### config.mk
export PLATFORM = sky130hd
export DESIGN_NAME = button_conditioner
export DESIGN_NICKNAME = d
export VERILOG_FILES = /design/src/rtl/sudoku_pkg.sv /design/src/rtl/button_debounce.sv /design/src/rtl/button_conditioner.sv
export SDC_FILE = /design/constraint.sdc
export NUM_CORES = 1
export LEC_CHECK = 0
export BUFFER_PORTS_ARGS = -buffer_cell sky130_fd_sc_hd__buf_2
export CAP_MARGIN = 0
export CORE_ASPECT_RATIO = 1.75
export CORE_MARGIN = 5
export CORE_UTILIZATION = 61
export CTS_CLUSTER_DIAMETER = 200
export DETAILED_ROUTE_END_ITERATION = 7
export PLACE_DENSITY = 0.79
export SLEW_MARGIN = 20
export SYNTH_ARGS = -nofsm -noshare
export SYNTH_HDL_FRONTEND = slang
export SYNTH_SLANG_ARGS = --single-unit
### constraint.sdc
create_clock -name clk -period 2.27 [get_ports clk]
set_clock_uncertainty 0.15 [all_clocks]
set_input_delay 0.1135 -clock clk [delete_from_list [all_inputs] [get_ports clk]]
set_output_delay 0.1135 -clock clk [all_outputs]
set_load 0.03 [all_outputs]
### src/rtl/sudoku_pkg.sv
// Shared constants for the button front end: button indices, vector width
// and the default debounce/repeat timing.
package sudoku_pkg;

   localparam int NUM_BUTTONS = 7;

   // Bit positions in the pressed/pulse vectors: {start,right,left,down,up,b,a}.
   localparam int BTN_A     = 0;
   localparam int BTN_B     = 1;
   localparam int BTN_UP    = 2;
   localparam int BTN_DOWN  = 3;
   localparam int BTN_LEFT  = 4;
   localparam int BTN_RIGHT = 5;
   localparam int BTN_START = 6;

   localparam int DEF_DEBOUNCE_CYCLES = 2;
   localparam int DEF_REPEAT_DELAY    = 0;
   localparam int DEF_REPEAT_PERIOD   = 1;
   localparam int DEF_CNT_W           = 16;

   typedef logic [NUM_BUTTONS-1:0] btn_vec_t;

   // Only the four cursor directions auto-repeat while held.
   function automatic bit repeat_capable(input int idx);
      return (idx >= BTN_UP) && (idx <= BTN_RIGHT);
   endfunction

endpackage

### src/rtl/button_debounce.sv
// One button channel: 2-flop synchronizer, debounce counter, registered
// press pulse and optional hold-to-repeat.
module button_debounce
   import sudoku_pkg::*;
#(
   parameter int DEBOUNCE_CYCLES = DEF_DEBOUNCE_CYCLES,
   parameter bit REPEAT_EN       = 1'b0,
   parameter int REPEAT_DELAY    = DEF_REPEAT_DELAY,
   parameter int REPEAT_PERIOD   = DEF_REPEAT_PERIOD,
   parameter int CNT_W           = DEF_CNT_W
) (
   input  logic clk,
   input  logic reset,
   input  logic raw_i,
   output logic pulse_o,
   output logic stable_o
);

   // Repeat is active only for capable channels with a non-zero delay.
   localparam bit REP_ON = REPEAT_EN && (REPEAT_DELAY > 0);
   localparam logic [CNT_W-1:0] DB_LAST  = CNT_W'(DEBOUNCE_CYCLES - 1);
   localparam logic [CNT_W-1:0] REP_TOP  = CNT_W'(REPEAT_DELAY);
   // A period longer than the delay would need a negative reload; clamp so
   // the hold counter can never wrap.
   localparam logic [CNT_W-1:0] REP_LOAD =
      (REPEAT_PERIOD >= REPEAT_DELAY) ? '0 : CNT_W'(REPEAT_DELAY - REPEAT_PERIOD);

   logic             sync1_q, sync2_q;
   logic             stable_q, stable_d;
   logic             pulse_q, pulse_d;
   logic [CNT_W-1:0] cnt_q, cnt_d;
   logic [CNT_W-1:0] hold_q, hold_d;
   logic             rise, fall;

   // Next-state: debounce the synchronized level, then derive press/repeat pulses.
   always_comb begin
      cnt_d    = cnt_q;
      stable_d = stable_q;
      hold_d   = hold_q;
      pulse_d  = 1'b0;

      if (sync2_q == stable_q) begin
         cnt_d = '0;
      end else if (cnt_q == DB_LAST) begin
         stable_d = sync2_q;
         cnt_d    = '0;
      end else begin
         cnt_d = cnt_q + CNT_W'(1);
      end

      rise = !stable_q && stable_d;
      fall = stable_q && !stable_d;

      if (rise) begin
         pulse_d = 1'b1;
         hold_d  = '0;
      end else if (fall || !REP_ON) begin
         hold_d = '0;
      end else if (stable_q) begin
         // Fire on the cycle the hold count reaches the delay, then reload so
         // the next firing lands one period later.
         if (hold_q + CNT_W'(1) == REP_TOP) begin
            pulse_d = 1'b1;
            hold_d  = REP_LOAD;
         end else begin
            hold_d = hold_q + CNT_W'(1);
         end
      end
   end

   // State registers; reset discards any in-progress debounce or hold.
   always_ff @(posedge clk) begin
      if (reset) begin
         sync1_q  <= 1'b0;
         sync2_q  <= 1'b0;
         stable_q <= 1'b0;
         cnt_q    <= '0;
         hold_q   <= '0;
         pulse_q  <= 1'b0;
      end else begin
         sync1_q  <= raw_i;
         sync2_q  <= sync1_q;
         stable_q <= stable_d;
         cnt_q    <= cnt_d;
         hold_q   <= hold_d;
         pulse_q  <= pulse_d;
      end
   end

   assign pulse_o  = pulse_q;
   assign stable_o = stable_q;

endmodule

### src/rtl/button_conditioner.sv
// Board-pin front end: seven independent debounced buttons producing clean
// one-cycle press pulses, a debounced level vector and an any-press flag.
module button_conditioner
   import sudoku_pkg::*;
#(
   parameter int DEBOUNCE_CYCLES = DEF_DEBOUNCE_CYCLES,
   parameter int REPEAT_DELAY    = DEF_REPEAT_DELAY,
   parameter int REPEAT_PERIOD   = DEF_REPEAT_PERIOD,
   parameter int CNT_W           = DEF_CNT_W
) (
   input  logic       clk,
   input  logic       reset,
   input  logic       a_button,
   input  logic       b_button,
   input  logic       up_button,
   input  logic       down_button,
   input  logic       left_button,
   input  logic       right_button,
   input  logic       start_button,
   output logic       a_pulse,
   output logic       b_pulse,
   output logic       up_pulse,
   output logic       down_pulse,
   output logic       left_pulse,
   output logic       right_pulse,
   output logic       start_pulse,
   output logic [6:0] pressed,
   output logic       any_pulse
);

   btn_vec_t raw_vec;
   btn_vec_t pulse_vec;
   btn_vec_t stable_vec;

   assign raw_vec[BTN_A]     = a_button;
   assign raw_vec[BTN_B]     = b_button;
   assign raw_vec[BTN_UP]    = up_button;
   assign raw_vec[BTN_DOWN]  = down_button;
   assign raw_vec[BTN_LEFT]  = left_button;
   assign raw_vec[BTN_RIGHT] = right_button;
   assign raw_vec[BTN_START] = start_button;

   for (genvar i = 0; i < NUM_BUTTONS; i++) begin : g_btn
      button_debounce #(
         .DEBOUNCE_CYCLES(DEBOUNCE_CYCLES),
         .REPEAT_EN      (repeat_capable(i)),
         .REPEAT_DELAY   (REPEAT_DELAY),
         .REPEAT_PERIOD  (REPEAT_PERIOD),
         .CNT_W          (CNT_W)
      ) u_btn (
         .clk     (clk),
         .reset   (reset),
         .raw_i   (raw_vec[i]),
         .pulse_o (pulse_vec[i]),
         .stable_o(stable_vec[i])
      );
   end

   assign a_pulse     = pulse_vec[BTN_A];
   assign b_pulse     = pulse_vec[BTN_B];
   assign up_pulse    = pulse_vec[BTN_UP];
   assign down_pulse  = pulse_vec[BTN_DOWN];
   assign left_pulse  = pulse_vec[BTN_LEFT];
   assign right_pulse = pulse_vec[BTN_RIGHT];
   assign start_pulse = pulse_vec[BTN_START];
   assign pressed     = stable_vec;
   // Pulses are registered, so this OR is glitch-free and one cycle wide.
   assign any_pulse   = |pulse_vec;

endmodule
==> impl_metrics.ini, run 1 <==
[yosys]
synth-warning-count = 0
synth_edf_count = 0
synthTopCellsByArea = dfxtp_1 46%, xnor2_1 13%, nor2_1 8.8%, nor4_1 4.1%, nor3_1 3.0%
avgSynthCellArea_um2 = 9.147
synth_ff_type = dfxtp_1
synth_area_um2 = 6073
synth_fp_nets = 687
synth_cell_type_count = 23
ys_async_sr_fraction_pct = 0
syn_inst = 664
synth_seq_area_share_pct = 46.15
netlist_top_cells_count = 142 x nor2_1, 140 x dfxtp_1, 92 x xnor2_1
synth_area_leader_cell = dfxtp_1
ys_ff_latch = 140
synth_top_cell_area_share_pct = 46.15
synth_most_common_cell = nor2_1

[worst_setup_path]
crit_required_ns = 2.40
crit_type = register to register
arrival_ns = 2.08
crit_path_max_fanout = 16
end_kind = register
reg2reg_depth = 5
critPathLaunchType = register

[power_and_ir_drop]
p_int_w = 0.004353
seq_power_share_pct = 45.8
swShare_pct = 19.85
power_w = 0.005431
powerDensity_nw_per_um2 = 787.6
leakage_nw = 2.203
p_sw_w = 0.001078
pwr-share-clk_pct = 52.6
ir_worst_vdd_mv = 0.6198
p_comb_share_pct = 1.6

[clock_network]
clk_pin_slew_ns = 0.06
clk_path_buf_depth = 2
cts.hold.buffers_added = 7
cts_root_buf = clkbuf_16
cts_resized = 0
clk_latency_ns = 0.42
cts-htree-levels = 4
postCtsSetupBuffers = 0
cts_tree = yes
cts_made_buffers = 17
clkSinkCount = 140

[routing]
routed_wl_um = 12040
num_vias = 4646
routed_via_density = 5.604
first_iter_violations = 272
drt_pass1_iterations = 5
routedWlPerCell_um = 14.52
drc = 0
drtAntennaViolNets = 0

[sta]
timing.final.max_slew_violations = 0
hold_viol_final = 0
rsz0062_at_grt = false
fin_crit_sh_pct = 86.03
tightest_slew_ns = 0.6060
whs_ns = 0.04783
fmax_ghz = 0.5121
setup_viol = 0
setup_tns_ns = 0
relSlewSlack_pct = 59.60
fin_crit_ns = 1.953

[outcome]
outcome = completed

[min_path]
hp-class = primary input to register
min_path_cells = 2

[global_route]
grt-ovfl-total = 0
track_usage_pct = 21.13
grt_util_met3_pct = 5.388
met2_usage_pct = 39.39
grt_pass1_wl_um = 20820
grt_max_degree = 36
grtUsageMet1_pct = 21.32
top_usage_layer = met2
grt_pass1_vias = 4747
antenna_found_initial = 0

[floorplanning]
die_area_um2 = 12130
num_rows = 48
die_h_um = 142.0
initial_core_util_pct = 62.04
die_width_um = 85.43
io_pins = 24
core_um2 = 9789

[finish]
nets = 714
diodes = 0
drive_above_1_share_pct = 11.79
fill_cells = 705
finish.utilization_pct = 70.44
final_cells = 829
areaGrowthSynthToFinish_pct = 13.54

[placed_design]
gp_congestion = 0.8658
hpwl_um = 8191
portBuffers = 23
dp.cells = 790

[flow_run]
cap_viol_max_count = 0
-- power by group through the flow --
stage                     clock, W  combinational, W  sequential (W)
after floorplan                  0         0.0000619         0.00254
after global placement           0         0.0000745         0.00254
after detailed placement         0         0.0000762         0.00254
after CTS                  0.00290         0.0000861         0.00249
after global routing       0.00302         0.0000939         0.00249
final                      0.00286         0.0000852         0.00249
-- cells by family after synthesis --
group | count (synthesis) | share of synthesized area (%)
AND/OR/NAND/NOR | 354 | 30.98
flip-flops | 140 | 46.15
XOR/XNOR | 105 | 15.14
buffers and inverters | 44 | 3.688
adder cells (fa/ha/maj) | 14 | 2.884
multiplexers | 7 | 1.154
-- layout make-up --
type	instances	area, um2	share of cell area (%)
Timing Repair Buffer	30	185.2	2.686
Clock buffer	22	484.2	7.022
Sequential cell	140	2803	40.65
Clock inverter	10	137.6	1.996
Inverter	22	82.58	1.198
Multi-Input combinational cell	480	3047	44.18
Tap cell	125	156.4	2.268
-- worst paths after layout --
kind / startpoint / endpoint / slack, ns
worst max register to register: g_btn[6].u_btn.cnt_q[0] / g_btn[6].u_btn.cnt_q[3] / 0.32
worst min-delay path: reset / g_btn[4].u_btn.stable_o / 0.05
worst max-delay path: g_btn[6].u_btn.cnt_q[0] / g_btn[6].u_btn.cnt_q[3] / 0.32
worst min register to register: g_btn[2].u_btn.sync1_q / g_btn[2].u_btn.sync2_q / 0.30
-- layout by cell type, fill, tap and decap left out, types with 5 or more instances in the layout --
cell type / n
nor3_1: 36
nor4b_1: 14
nand4_2: 5
ha_1: 14
dlygate4sd3_1: 7
xnor2_1: 92
nand3_1: 29
clkbuf_16: 17
nor4_1: 40
nand2_1: 31
dfxtp_1: 140
nor2_1: 142
mux2i_1: 7
buf_2: 23
nand4_1: 19
inv_1: 22
nor2b_1: 14
xor2_1: 13
nand3_2: 8
-- routing by layer --
| layer | vias up | part of all wire, % | wire length (um) |
|---|---|---|---|
| li1 | 2291 | - | - |
| met1 | 2223 | 39 | 4670 |
| met2 | 105 | 55 | 6601 |
| met3 | 27 | 3.8 | 461 |
| met4 | 0 | 2.5 | 307 |
| met5 | - | 0 | 0 |
-- worst max-delay path, cell delays in order, from the launching register on --
cell and delay (ns):
dfxtp_1 0.40, ha_1 0.18, nor4b_1 0.26, nand4_1 0.23, nand2_1 0.49, nor2_1 0.11
-- flip-flops by register name (all words and copies together), names as in the netlist --
name,flops
g_btn.u_btn.sync2_q,7
g_btn.u_btn.cnt_q,112
g_btn.u_btn.sync1_q,7
g_btn.u_btn.pulse_o,7
g_btn.u_btn.stable_o,7
-- metrics by stage --
stage | area [um2] | setup slack, ns
finish | 6895 | 0.3171
global route | 6895 | 0.09915
CTS | 6895 | 0.3054
detailed placement | 6203 | 0.3297
global placement | 6203 | 0.4084
floorplan | 6073 | 0.7034
(Power assumes the default switching activity.)
==> run 2: changes to the inputs <==
Settings changed: CELL_PAD_IN_SITES_DETAIL_PLACEMENT set to 2, CELL_PAD_IN_SITES_GLOBAL_PLACEMENT set to 2, CORE_UTILIZATION 61 to 39, PLACE_DENSITY 0.79 to unset, PLACE_DENSITY_LB_ADDON set to 0.1.
==> run 2 against run 1 <==
  * First-iteration DRC count fell by 79%
  * Hold slack got worse by 0.027 ns
  * Worst setup slack got worse by 0.11 ns
  * Flip-flop and latch count did not move
  * Via count rose by 1.1%
  * Wire length rose by 24%
  * Critical endpoint unchanged
  * Highest routed layer unchanged
==> impl_metrics.ini, run 2 (synthesized netlist as in run 1, its figures left out) <==
[finish]
final_common_cell = nor2_1
final_cells = 891
finish.utilization_pct = 45.15
final_cell_mix = 142 x nor2_1, 140 x dfxtp_1, 92 x xnor2_1
nets = 715
regMostFlops = g_btn.u_btn.cnt_q
diodes = 0
drive_above_1_share_pct = 11.63
largest_reg_flops = 112
fill_cells = 1698
areaGrowthSynthToFinish_pct = 13.84

[global_route]
grt_max_degree = 26
grt-ovfl-total = 0
grt_pass1_wl_um = 25470
antenna_found_initial = 0
track_usage_pct = 16.99
grt_pass1_vias = 5361

[sta]
whs_ns = 0.02068
fmax_ghz = 0.4857
fin_crit_ns = 2.059
hold_viol_final = 0
rsz0062_at_grt = false
tightest_slew_ns = 0.7297
setup_tns_ns = 0
relSlewSlack_pct = 50.90
timing.final.max_slew_violations = 0
setup_viol = 0
fin_crit_sh_pct = 90.70

[power_and_ir_drop]
p_int_w = 0.004083
powerDensity_nw_per_um2 = 745.6
seq_power_share_pct = 48.3
ir_worst_vdd_mv = 0.4339
p_sw_w = 0.001072
pwr-share-clk_pct = 49.9
p_comb_share_pct = 1.8
leakage_nw = 2.179
swShare_pct = 20.79

[routing]
first_iter_violations = 58
routedWlPerCell_um = 16.74
drt_pass1_iterations = 4
routed_wl_um = 14920
drc = 0
num_vias = 4699
routed_via_density = 5.274
drtAntennaViolNets = 0

[placed_design]
dp.cells = 852
hpwl_um = 10490
portBuffers = 23
gp_congestion = 0.8244

[clock_network]
cts_made_buffers = 17
clkSinkCount = 140
cts_root_buf = clkbuf_16
clk_pin_slew_ns = 0.06
clk_latency_ns = 0.40
clk_path_buf_depth = 2
cts_tree = yes
cts-htree-levels = 4

[worst_setup_path]
crit_required_ns = 2.38
crit_type = register to register
critPathLaunchType = register
timing.rr.start = g_btn[6].u_btn.cnt_q[0]
crit_start = g_btn[6].u_btn.cnt_q[0]
crit_path_max_fanout = 16
arrival_ns = 2.17
end_kind = register

[min_path]
hp-class = primary input to register
min_from = reset

[flow_run]
cap_viol_max_count = 0

[floorplanning]
num_rows = 60
initial_core_util_pct = 39.66
io_pins = 24
die_width_um = 104.3
die_h_um = 175.1
core_um2 = 15310
die_area_um2 = 18270

[outcome]
outcome = completed
[run 2: power by group through the flow]
stage	clock [W]	sequential, W	combinational [W]
finish	0.00257	0.00249	0.0000921
global route	0.00275	0.00249	0.000103
CTS	0.00264	0.00249	0.0000941
detailed placement	0	0.00254	0.0000832
global placement	0	0.00254	0.0000802
floorplan	0	0.00254	0.0000619
[run 2: stage by stage]
step	setup slack, ns	power, W	cell area [um2]
2_1_floorplan	0.7034	0.002601	6073
3_3_place_gp	0.2597	0.002621	6287
3_5_place_dp	0.1547	0.002625	6287
4_1_cts	0.1228	0.005227	6912
5_1_grt	0.008820	0.005347	6914
6_report	0.2111	0.005155	6914
[run 2: path summary, 6_finish.rpt]
| kind | to | slack (ns) | cells past startpoint |
|---|---|---|---|
| max | g_btn[6].u_btn.cnt_q[3] | 0.21 | 5 |
| min | g_btn[4].u_btn.stable_o | 0.02 | 2 |
| max reg2reg | g_btn[6].u_btn.cnt_q[3] | 0.21 | 5 |
| min reg2reg | g_btn[4].u_btn.sync2_q | 0.29 | 1 |
[run 2: area by class of cell]
| class | instances | area [um2] | area share [%] |
|---|---|---|---|
| clock inverters | 5 | 31.28 | 0.4524 |
| multi-input cells | 480 | 3049 | 44.10 |
| well taps | 186 | 232.7 | 3.366 |
| flip-flops and latches | 140 | 2803 | 40.54 |
| repair buffers | 31 | 192.7 | 2.787 |
| clock buffers | 27 | 523.0 | 7.564 |
| inverters | 22 | 82.58 | 1.194 |
[run 2: metal layers]
metal / up-vias / routed length (um) / GRT usage [%]
met3: 26 / 346 / 3.512
met4: 0 / 315 / 6.645
met2: 58 / 8613 / 34.10
met5: - / 0 / 0
met1: 2325 / 5643 / 16.34
li1: 2290 / - / -
[run 2: critical path: stages (launching register included)]
cell and delay [ns]:
dfxtp_1 0.41, ha_1 0.18, nor4b_1 0.28, nand4_1 0.27
nand2_1 0.51, nor2_1 0.12
[run 2: what timing repair did]
| item | 4_1_cts | 5_1_grt |
|---|---|---|
| setup endpoints to repair | 0 | 5 |
| setup buffers | 0 | 0 |
| hold endpoints to repair | 7 | 0 |
| resized for setup | 0 | 1 |
| hold buffers | 7 | 0 |
==> run 3: changes to the inputs <==
Settings changed: CORE_MARGIN 5 to unset.
==> run 3 against run 2 <==
  * Global-route usage grew 3.6 points
  * Maximum frequency grew 0.89%
  * Wire length increased by 0.60%
==> impl_metrics.ini, run 3 (synthesized netlist as in run 1, its figures left out) <==
[global_route]
grt-ovfl-total = 0
track_usage_pct = 20.58
grt_pass1_wl_um = 25820
grt_max_degree = 28
grt_pass1_vias = 5396
antenna_found_initial = 0

[routing]
drtAntennaViolNets = 0
first_iter_violations = 112
drt_pass1_iterations = 4
num_vias = 4737
routedWlPerCell_um = 16.84
drc = 0
routed_wl_um = 15010
routed_via_density = 5.316

[floorplanning]
core_um2 = 15310
die_width_um = 96.33
num_rows = 60
initial_core_util_pct = 39.66
die_h_um = 167.1
die_area_um2 = 16090
io_pins = 24

[worst_setup_path]
crit_buf_inv = 1
crit_path_max_fanout = 9
arrival_ns = 2.19
critPathLaunchType = register
crit_chain = ha_1 -> nor4b_1 -> nand4_1 -> nand2_1 -> buf_4 -> nor2_1
end_kind = register
cp_slowest_cell = dfxtp_1
cp_top_family = simple AND/OR/NAND/NOR gates
critPathMaxStageDelay_ns = 0.41
crit_required_ns = 2.42
crit_type = register to register

[sta]
whs_ns = 0.03164
timing.final.max_slew_violations = 0
hold_viol_final = 0
rsz0062_at_grt = false
setup_slack_ns = 0.2293
setup_viol = 0
fin_crit_ns = 2.041
relSlewSlack_pct = 56.88
setup_tns_ns = 0
tightest_slew_ns = 0.6409
fmax_ghz = 0.4900
fin_crit_sh_pct = 89.90

[clock_network]
cts_root_buf = clkbuf_16
cts_tree = yes
clkSinkCount = 140
clk_pin_slew_ns = 0.06
clk_latency_ns = 0.41
postCtsSetupBuffers = 0
cts_made_buffers = 17
cts.hold.buffers_added = 7
cts_resized = 0
cts-htree-levels = 4
clk_path_buf_depth = 2

[power_and_ir_drop]
power_w = 0.005603
leakage_nw = 2.222
ir_worst_vdd_mv = 0.3898
powerDensity_nw_per_um2 = 800.1

[finish]
final_cell_mix = 142 x nor2_1, 140 x dfxtp_1, 92 x xnor2_1
finish.utilization_pct = 45.73
largest_reg_flops = 112
regMostFlops = g_btn.u_btn.cnt_q
areaGrowthSynthToFinish_pct = 15.31
multi_input_area_um2 = 3047
seqCellArea_um2 = 2803
fill_cells = 1675
diodes = 0
nets = 716
final_common_cell = nor2_1
drive_above_1_share_pct = 11.91

[outcome]
outcome = completed

[placed_design]
portBuffers = 23
gp_congestion = 0.7330
hpwl_um = 10310
pre_cts_ws_ns = 0.1813

[min_path]
hp-class = primary input to register

[flow_run]
cap_viol_max_count = 0
run 3: cell count changes in the layout (fill, tap and decap cells not counted):
cell       change
buf_4          +1
nand2_1        +1
clkinv_4       +1
nand2_2        -1
bufinv_16      +5
clkbuf_1       -3
clkinv_2       +1
clkbuf_8       -5
run 3: power by group:
part           switching [W]  internal, W  leakage, nW
Sequential         0.0000137      0.00247         1.13
Clock                0.00105      0.00197        0.313
Combinational      0.0000554    0.0000379        0.779
run 3: worst reg2reg max path: cells and delay by family, from the launching register on:
family / cells / cell delay (ns)
adders and majority gates: 1 / 0.17
buffers and inverters: 1 / 0.23
DFF: 1 / 0.41
and+or+nand+nor: 4 / 0.98
run 3: worst paths after layout:
path,from,end,slack [ns],depth (start not counted)
worst max-delay path,g_btn[4].u_btn.cnt_q[0],g_btn[4].u_btn.cnt_q[0],0.23,6
worst min-delay path,reset,g_btn[0].u_btn.sync2_q,0.03,2
worst min register to register,g_btn[1].u_btn.sync1_q,g_btn[1].u_btn.sync2_q,0.30,1
worst max register to register,g_btn[4].u_btn.cnt_q[0],g_btn[4].u_btn.cnt_q[0],0.23,6
run 3: area by class of cell:
type,count,area share (%)
Multi-Input combinational cell,480,43.51
Sequential cell,140,40.02
Clock buffer,19,6.325
Tap cell,186,3.323
Timing Repair Buffer,32,2.859
Clock inverter,12,2.787
Inverter,22,1.179
run 3: stage by stage:
stage,std cells,cell area [um2]
after floorplan,664,6073
after global placement,853,6295
after detailed placement,853,6295
after CTS,891,7003
after global routing,891,7003
final,891,7003
run 3: metal layers:
metal / routed length [um] / vias to the layer above / global-route usage, % / part of all wire (%)
met5: 0 / - / 0 / 0
met4: 268 / 0 / 7.033 / 1.8
met3: 388 / 25 / 4.429 / 2.6
met2: 8782 / 47 / 40.18 / 59
met1: 5568 / 2368 / 20.34 / 37
li1: - / 2297 / - / -
